### src/rtl/ro_sweep_ctrl.sv
// ro_sweep_ctrl: steps a 16-tap ring oscillator through every tap select and stores
// a gated rising-edge count per tap. Optional min/max tracking: RO_SWEEP_MINMAX_EN.
module ro_sweep_ctrl #(
  parameter int unsigned SETTLE_CYCLES = 16,
  parameter int unsigned GATE_CYCLES   = 1024,
  parameter int unsigned CNT_W         = 16
) (
  input  logic             static_clk,
  input  logic             rst,
  input  logic             start,
  input  logic             abort,
  input  logic             osc_in,
  output logic             select3,
  output logic             select2,
  output logic             select1,
  output logic             select0,
  output logic             busy,
  output logic             done,
  input  logic [3:0]       rd_addr,
  output logic [CNT_W-1:0] rd_data
`ifdef RO_SWEEP_MINMAX_EN
  ,
  output logic [CNT_W-1:0] min_cnt,
  output logic [CNT_W-1:0] max_cnt,
  output logic [3:0]       min_sel,
  output logic [3:0]       max_sel
`endif
);

  localparam int unsigned TMR_MAX = (SETTLE_CYCLES > GATE_CYCLES) ? SETTLE_CYCLES : GATE_CYCLES;
  localparam int unsigned TMR_W   = (TMR_MAX > 1) ? $clog2(TMR_MAX) : 1;

  typedef enum logic [2:0] {ST_IDLE, ST_SETTLE, ST_MEASURE, ST_STORE, ST_DONE} state_t;

  state_t             r_state;
  state_t             w_state_nx;
  logic               r_sync1;
  logic               r_sync2;
  logic               r_prev;
  logic [TMR_W-1:0]   r_timer;
  logic [CNT_W-1:0]   r_cnt;
  logic [3:0]         r_sel;
  logic [CNT_W-1:0]   r_bank [16];
  logic [CNT_W-1:0]   r_rd_data;
  logic               w_edge;
  logic               w_timer_zero;
  logic               w_store_wr;

  assign w_edge       = r_sync2 & ~r_prev;
  assign w_timer_zero = (r_timer == '0);
  assign w_store_wr   = (r_state == ST_STORE) && !abort;

  assign {select3, select2, select1, select0} = r_sel;
  assign busy    = (r_state != ST_IDLE);
  assign done    = (r_state == ST_DONE);
  assign rd_data = r_rd_data;

  always_ff @(posedge static_clk or posedge rst) begin
    if (rst) begin
      r_sync1 <= 1'b0;
      r_sync2 <= 1'b0;
      r_prev  <= 1'b0;
    end else begin
      r_sync1 <= osc_in;
      r_sync2 <= r_sync1;
      r_prev  <= r_sync2;
    end
  end

  always_ff @(posedge static_clk or posedge rst) begin
    if (rst) r_state <= ST_IDLE;
    else     r_state <= w_state_nx;
  end

  // abort forces IDLE from every state; in IDLE it also blocks a simultaneous start
  always_comb begin
    w_state_nx = r_state;
    if (abort) begin
      w_state_nx = ST_IDLE;
    end else begin
      case (r_state)
        ST_IDLE:    if (start) w_state_nx = ST_SETTLE;
        ST_SETTLE:  if (w_timer_zero) w_state_nx = ST_MEASURE;
        ST_MEASURE: if (w_timer_zero) w_state_nx = ST_STORE;
        ST_STORE:   w_state_nx = (r_sel == 4'd15) ? ST_DONE : ST_SETTLE;
        ST_DONE:    w_state_nx = ST_IDLE;
        default:    w_state_nx = ST_IDLE;
      endcase
    end
  end

  always_ff @(posedge static_clk or posedge rst) begin
    if (rst) begin
      r_timer <= '0;
      r_cnt   <= '0;
      r_sel   <= '0;
    end else if (abort && r_state != ST_IDLE) begin
      r_sel <= '0;
    end else begin
      case (r_state)
        ST_IDLE: begin
          if (start && !abort) begin
            r_sel   <= '0;
            r_timer <= TMR_W'(SETTLE_CYCLES - 1);
          end
        end
        ST_SETTLE: begin
          if (w_timer_zero) begin
            r_cnt   <= '0;
            r_timer <= TMR_W'(GATE_CYCLES - 1);
          end else begin
            r_timer <= r_timer - 1'b1;
          end
        end
        ST_MEASURE: begin
          if (w_edge && r_cnt != '1) r_cnt <= r_cnt + 1'b1;
          if (!w_timer_zero) r_timer <= r_timer - 1'b1;
        end
        ST_STORE: begin
          if (r_sel != 4'd15) begin
            r_sel   <= r_sel + 4'd1;
            r_timer <= TMR_W'(SETTLE_CYCLES - 1);
          end
        end
        ST_DONE:  r_sel <= '0;
        default:  r_sel <= '0;
      endcase
    end
  end

  // Bank write and read share a block; the non-blocking write gives read-old-value.
  always_ff @(posedge static_clk or posedge rst) begin
    if (rst) begin
      for (int unsigned i = 0; i < 16; i++) r_bank[i] <= '0;
      r_rd_data <= '0;
    end else begin
      if (w_store_wr) r_bank[r_sel] <= r_cnt;
      r_rd_data <= r_bank[rd_addr];
    end
  end

`ifdef RO_SWEEP_MINMAX_EN
  logic [CNT_W-1:0] r_min_cnt;
  logic [CNT_W-1:0] r_max_cnt;
  logic [3:0]       r_min_sel;
  logic [3:0]       r_max_sel;

  // Every sweep begins at sel 0, so the sel-0 store is the unconditional first load.
  always_ff @(posedge static_clk or posedge rst) begin
    if (rst) begin
      r_min_cnt <= '0;
      r_max_cnt <= '0;
      r_min_sel <= '0;
      r_max_sel <= '0;
    end else if (w_store_wr) begin
      if (r_sel == 4'd0 || r_cnt < r_min_cnt) begin
        r_min_cnt <= r_cnt;
        r_min_sel <= r_sel;
      end
      if (r_sel == 4'd0 || r_cnt > r_max_cnt) begin
        r_max_cnt <= r_cnt;
        r_max_sel <= r_sel;
      end
    end
  end

  assign min_cnt = r_min_cnt;
  assign max_cnt = r_max_cnt;
  assign min_sel = r_min_sel;
  assign max_sel = r_max_sel;
`endif

endmodule

### config.mk
export PLATFORM = sky130hd
export DESIGN_NAME = ro_sweep_ctrl
export DESIGN_NICKNAME = d
export VERILOG_FILES = /design/src/rtl/ro_sweep_ctrl.sv
export SDC_FILE = /design/constraint.sdc
export NUM_CORES = 1
export LEC_CHECK = 0
export ABC_AREA = 1
export BUFFER_PORTS_ARGS = -buffer_cell sky130_fd_sc_hd__buf_4
export CORE_MARGIN = 2
export CORE_UTILIZATION = 50
export DETAILED_ROUTE_END_ITERATION = 8
export PLACE_DENSITY = 0.65
export REMOVE_ABC_BUFFERS = 1
export SETUP_SLACK_MARGIN = 0.3
export SYNTH_ARGS = -nofsm -noshare
export SYNTH_HDL_FRONTEND = slang
export SYNTH_SLANG_ARGS = --single-unit
### constraint.sdc
create_clock -name static_clk -period 11.1 [get_ports static_clk]
set_clock_uncertainty 0.05 [all_clocks]
set_input_delay 2.22 -clock static_clk [delete_from_list [all_inputs] [get_ports static_clk]]
set_output_delay 2.22 -clock static_clk [all_outputs]
set_load 0.02 [all_outputs]
==> run metrics <==
run status completed; share of Yosys cell area claimed by the top area cell type a little over half; actual slew at the worst max-slew pin 1.067 ns; maximum ir drop on the vdd rail 0.0001050 V; router iterations before antenna repair 7; final RePlAce weighted congestion 0.8541; H-tree depth reported by CTS 2; count of hold-fix buffers inserted at cts 0; number of DRC markers in iteration 0 1184; core region area 28630 um2; post-synth top area cell sky130_fd_sc_hd__dfrtp_1; Max clock buf depth 3; CTS Sinks 308; endpoint required time on the critical path about 11 ns; crit path kind input port to register; post-detailed-placement half-perimeter wirelength a little under 20000 um; startpoint of the worst-slack reg-to-reg timing path r_state[1]; synthesized area 14520 um2; diode count 0; number of max-slew violations in the final report 0; die height approximately 170 um; horizontal die dimension 174.4 um; part of the Yosys area used for sequential elements 53.10%; wire length of the first global-routing pass 58430 um; count of flip-flops with a built-in enable after synthesis 0; Post-Place Cell Area 14780 um2; setup repair bufs after CTS 0; Mapped Cells 1766; hold path cells 0; area of the multi-input gates 5593 um2; Worst Hold Launch r_sync1; total area of sequential cells slightly below 8000 um2; nets 1739; Area growth, synth to finish 9.603%; end of the worst register-to-register path r_sel[3]; shortest clock period the worst path allows after layout 4.547 ns; setup repair after global routing missed its margin false; startpoint types input port; number of synthesized register bits approximately 310; met1 track demand over resource 34.28%; Fillers 2701; layout cells sized above 1 6.819%; Routed WL ~36000 um; remaining antenna violation count after routing 0; FFs w/ async S/R, synth 100.0%; portion of the clock cycle consumed by the worst path in the final layout 40.96%; DRC violations left 0; Root Buffer sky130_fd_sc_hd__clkbuf_16; count of max-cap constraint violations 0; register-to-register setup slack 7.91 ns; path type of the worst min-delay path register to register; global-route congestion overflow total 0; count of cell types in the netlist 34; die area slightly above 30000 um2; power density over the cells roughly 160 nW/um2; most used routing layer in global routing met2; Commonest cells post-synth sky130_fd_sc_hd__nand2_1, sky130_fd_sc_hd__dfrtp_1, sky130_fd_sc_hd__o21ai_0, sky130_fd_sc_hd__inv_1, sky130_fd_sc_hd__nand3_1; Hold Fails Final Rpt 0; pin count of the biggest net entering global routing ~180; most instantiated library cell after synthesis sky130_fd_sc_hd__nand2_1; global routing met2 resource utilization 38.82%; GR Layer Usage met3 3.587%; kind of end point of the critical path register; Initial Util 50.71%; post_cts resized 0; number of warnings reported in the yosys synthesis log 0; clock buffer count from CTS 36; Rel. slew slack 28.69%; Area contributors post-synth sky130_fd_sc_hd__dfrtp_1, sky130_fd_sc_hd__nand2_1, sky130_fd_sc_hd__o21ai_0, sky130_fd_sc_hd__inv_1, sky130_fd_sc_hd__nand3_1; post-route cell area 15910 um2; drt via density 5.449; sum of negative setup slack 0 ns; WHS Endpoint r_sync2; TritonCTS clock tree yes; leak pwr between 7 and 8 nW; I/O Pins 31; prevailing post-synth register cell sky130_fd_sc_hd__dfrtp_1; Finish-stage setup viols 0; routed wire length per instance 16.78 um; Clk pin slew, worst setup/hold paths 0.06 ns; antenna violations before repair 0; detailed-route via count 11600; global-route total usage across every layer 23.93%; arrival time at the worst endpoint approximately 5 ns; input/output buffers 30; vias in the first global route between 10000 and 15000; R2R depth 7; number of placement rows 62; Fmax 219.9 MHz; crit path max fanout 34; clock latency of the later-clocked register in the worst-skew pair 0.51 ns; average size of a mapped cell 8.219 um2
## placed cells by master (no fill, tap or decap), types with 2 or more instances in the layout
cell type	count
sky130_fd_sc_hd__o21ai_0	306
sky130_fd_sc_hd__nand3_4	4
sky130_fd_sc_hd__o21ai_2	6
sky130_fd_sc_hd__nand3_1	131
sky130_fd_sc_hd__nand4_4	3
sky130_fd_sc_hd__o211ai_1	65
sky130_fd_sc_hd__and2_1	2
sky130_fd_sc_hd__nor2_1	47
sky130_fd_sc_hd__clkbuf_1	8
sky130_fd_sc_hd__xnor2_1	2
sky130_fd_sc_hd__dfrtp_1	308
sky130_fd_sc_hd__ha_1	7
sky130_fd_sc_hd__xor2_1	5
sky130_fd_sc_hd__inv_1	174
sky130_fd_sc_hd__nand2_1	456
sky130_fd_sc_hd__nand2_2	7
sky130_fd_sc_hd__clkbuf_8	8
sky130_fd_sc_hd__clkinv_2	5
sky130_fd_sc_hd__o21ai_1	24
sky130_fd_sc_hd__buf_4	40
sky130_fd_sc_hd__nor3_1	4
sky130_fd_sc_hd__clkbuf_16	37
sky130_fd_sc_hd__a21oi_1	67
sky130_fd_sc_hd__nand4_1	16
## sequential cells by signal (all words and copies together) (netlist names)
signal / flops
r_sync2: 1
rd_data: 16
r_bank: 256
r_cnt: 16
r_timer: 10
r_state: 3
r_prev: 1
r_sync1: 1
r_sel: 4
## worst max-delay path by stage
stage | slack (ns) | to | from
detailed placement | 5.98 | r_sel[3] | abort
floorplan | 0.31 | r_bank[0] | rst
global placement | 6.10 | r_sel[3] | abort
global route | 6.23 | r_sel[3] | abort
finish | 6.55 | r_sel[3] | abort
CTS | 6.53 | r_sel[3] | abort
## cell type report
cell class	instances	area share (%)
flip-flops and latches	308	48.45
multi-input cells	1159	35.16
clock buffers	53	6.701
inverters	176	4.200
well taps	384	3.020
repair buffers	42	2.084
clock inverters	7	0.3932
## worst max-delay path, stage by stage
cell,delay [ns]
sky130_fd_sc_hd__buf_4,0.14
sky130_fd_sc_hd__nor3_4,0.82
sky130_fd_sc_hd__nand2_1,0.93
sky130_fd_sc_hd__nand3_1,0.48
sky130_fd_sc_hd__inv_1,0.12
sky130_fd_sc_hd__nand3_1,0.10
sky130_fd_sc_hd__o21ai_1,0.07
## per-layer routing
metal	routed length (um)	share of wire, %	up-vias
met4	614	1.7	0
met5	0	0	-
met1	17040	48	5559
met2	16280	46	284
met3	1793	5.0	40
li1	-	-	5717
## cell families after synthesis
| kind of cell | Yosys count | share of synthesized area [%] |
|---|---|---|
| flip-flops | 308 | 53.10 |
| XOR/XNOR | 7 | 0.4224 |
| adder cells (fa/ha/maj) | 7 | 0.6034 |
| AND/OR/NAND/NOR | 675 | 20.00 |
| AO/OA/AOI/OAI | 470 | 17.51 |
| buffers and inverters | 299 | 8.370 |
## power breakdown
group / leakage (nW) / switching, mW / internal, mW
registers: 4.26 / 0.0143 / 1.14
clock network: 0.557 / 0.446 / 0.684
logic: 2.19 / 0.202 / 0.0720
total: 7.00 / 0.662 / 1.90
## stage by stage
stage          std cells  setup slack [ns]  total power, mW  util [%]  hold WS, ns
2_1_floorplan       1643            0.3140            1.351         -       0.2812
3_3_place_gp        2069             6.103            1.450     51.63       0.2820
3_5_place_dp        2069             5.983            1.455     51.63       0.2879
4_1_cts             2129             6.533            2.584     55.58       0.3098
5_1_grt             2129             6.229            2.663     55.58       0.3137
6_report            2129             6.553            2.563     55.58       0.3070
(Power assumes the default switching activity.)
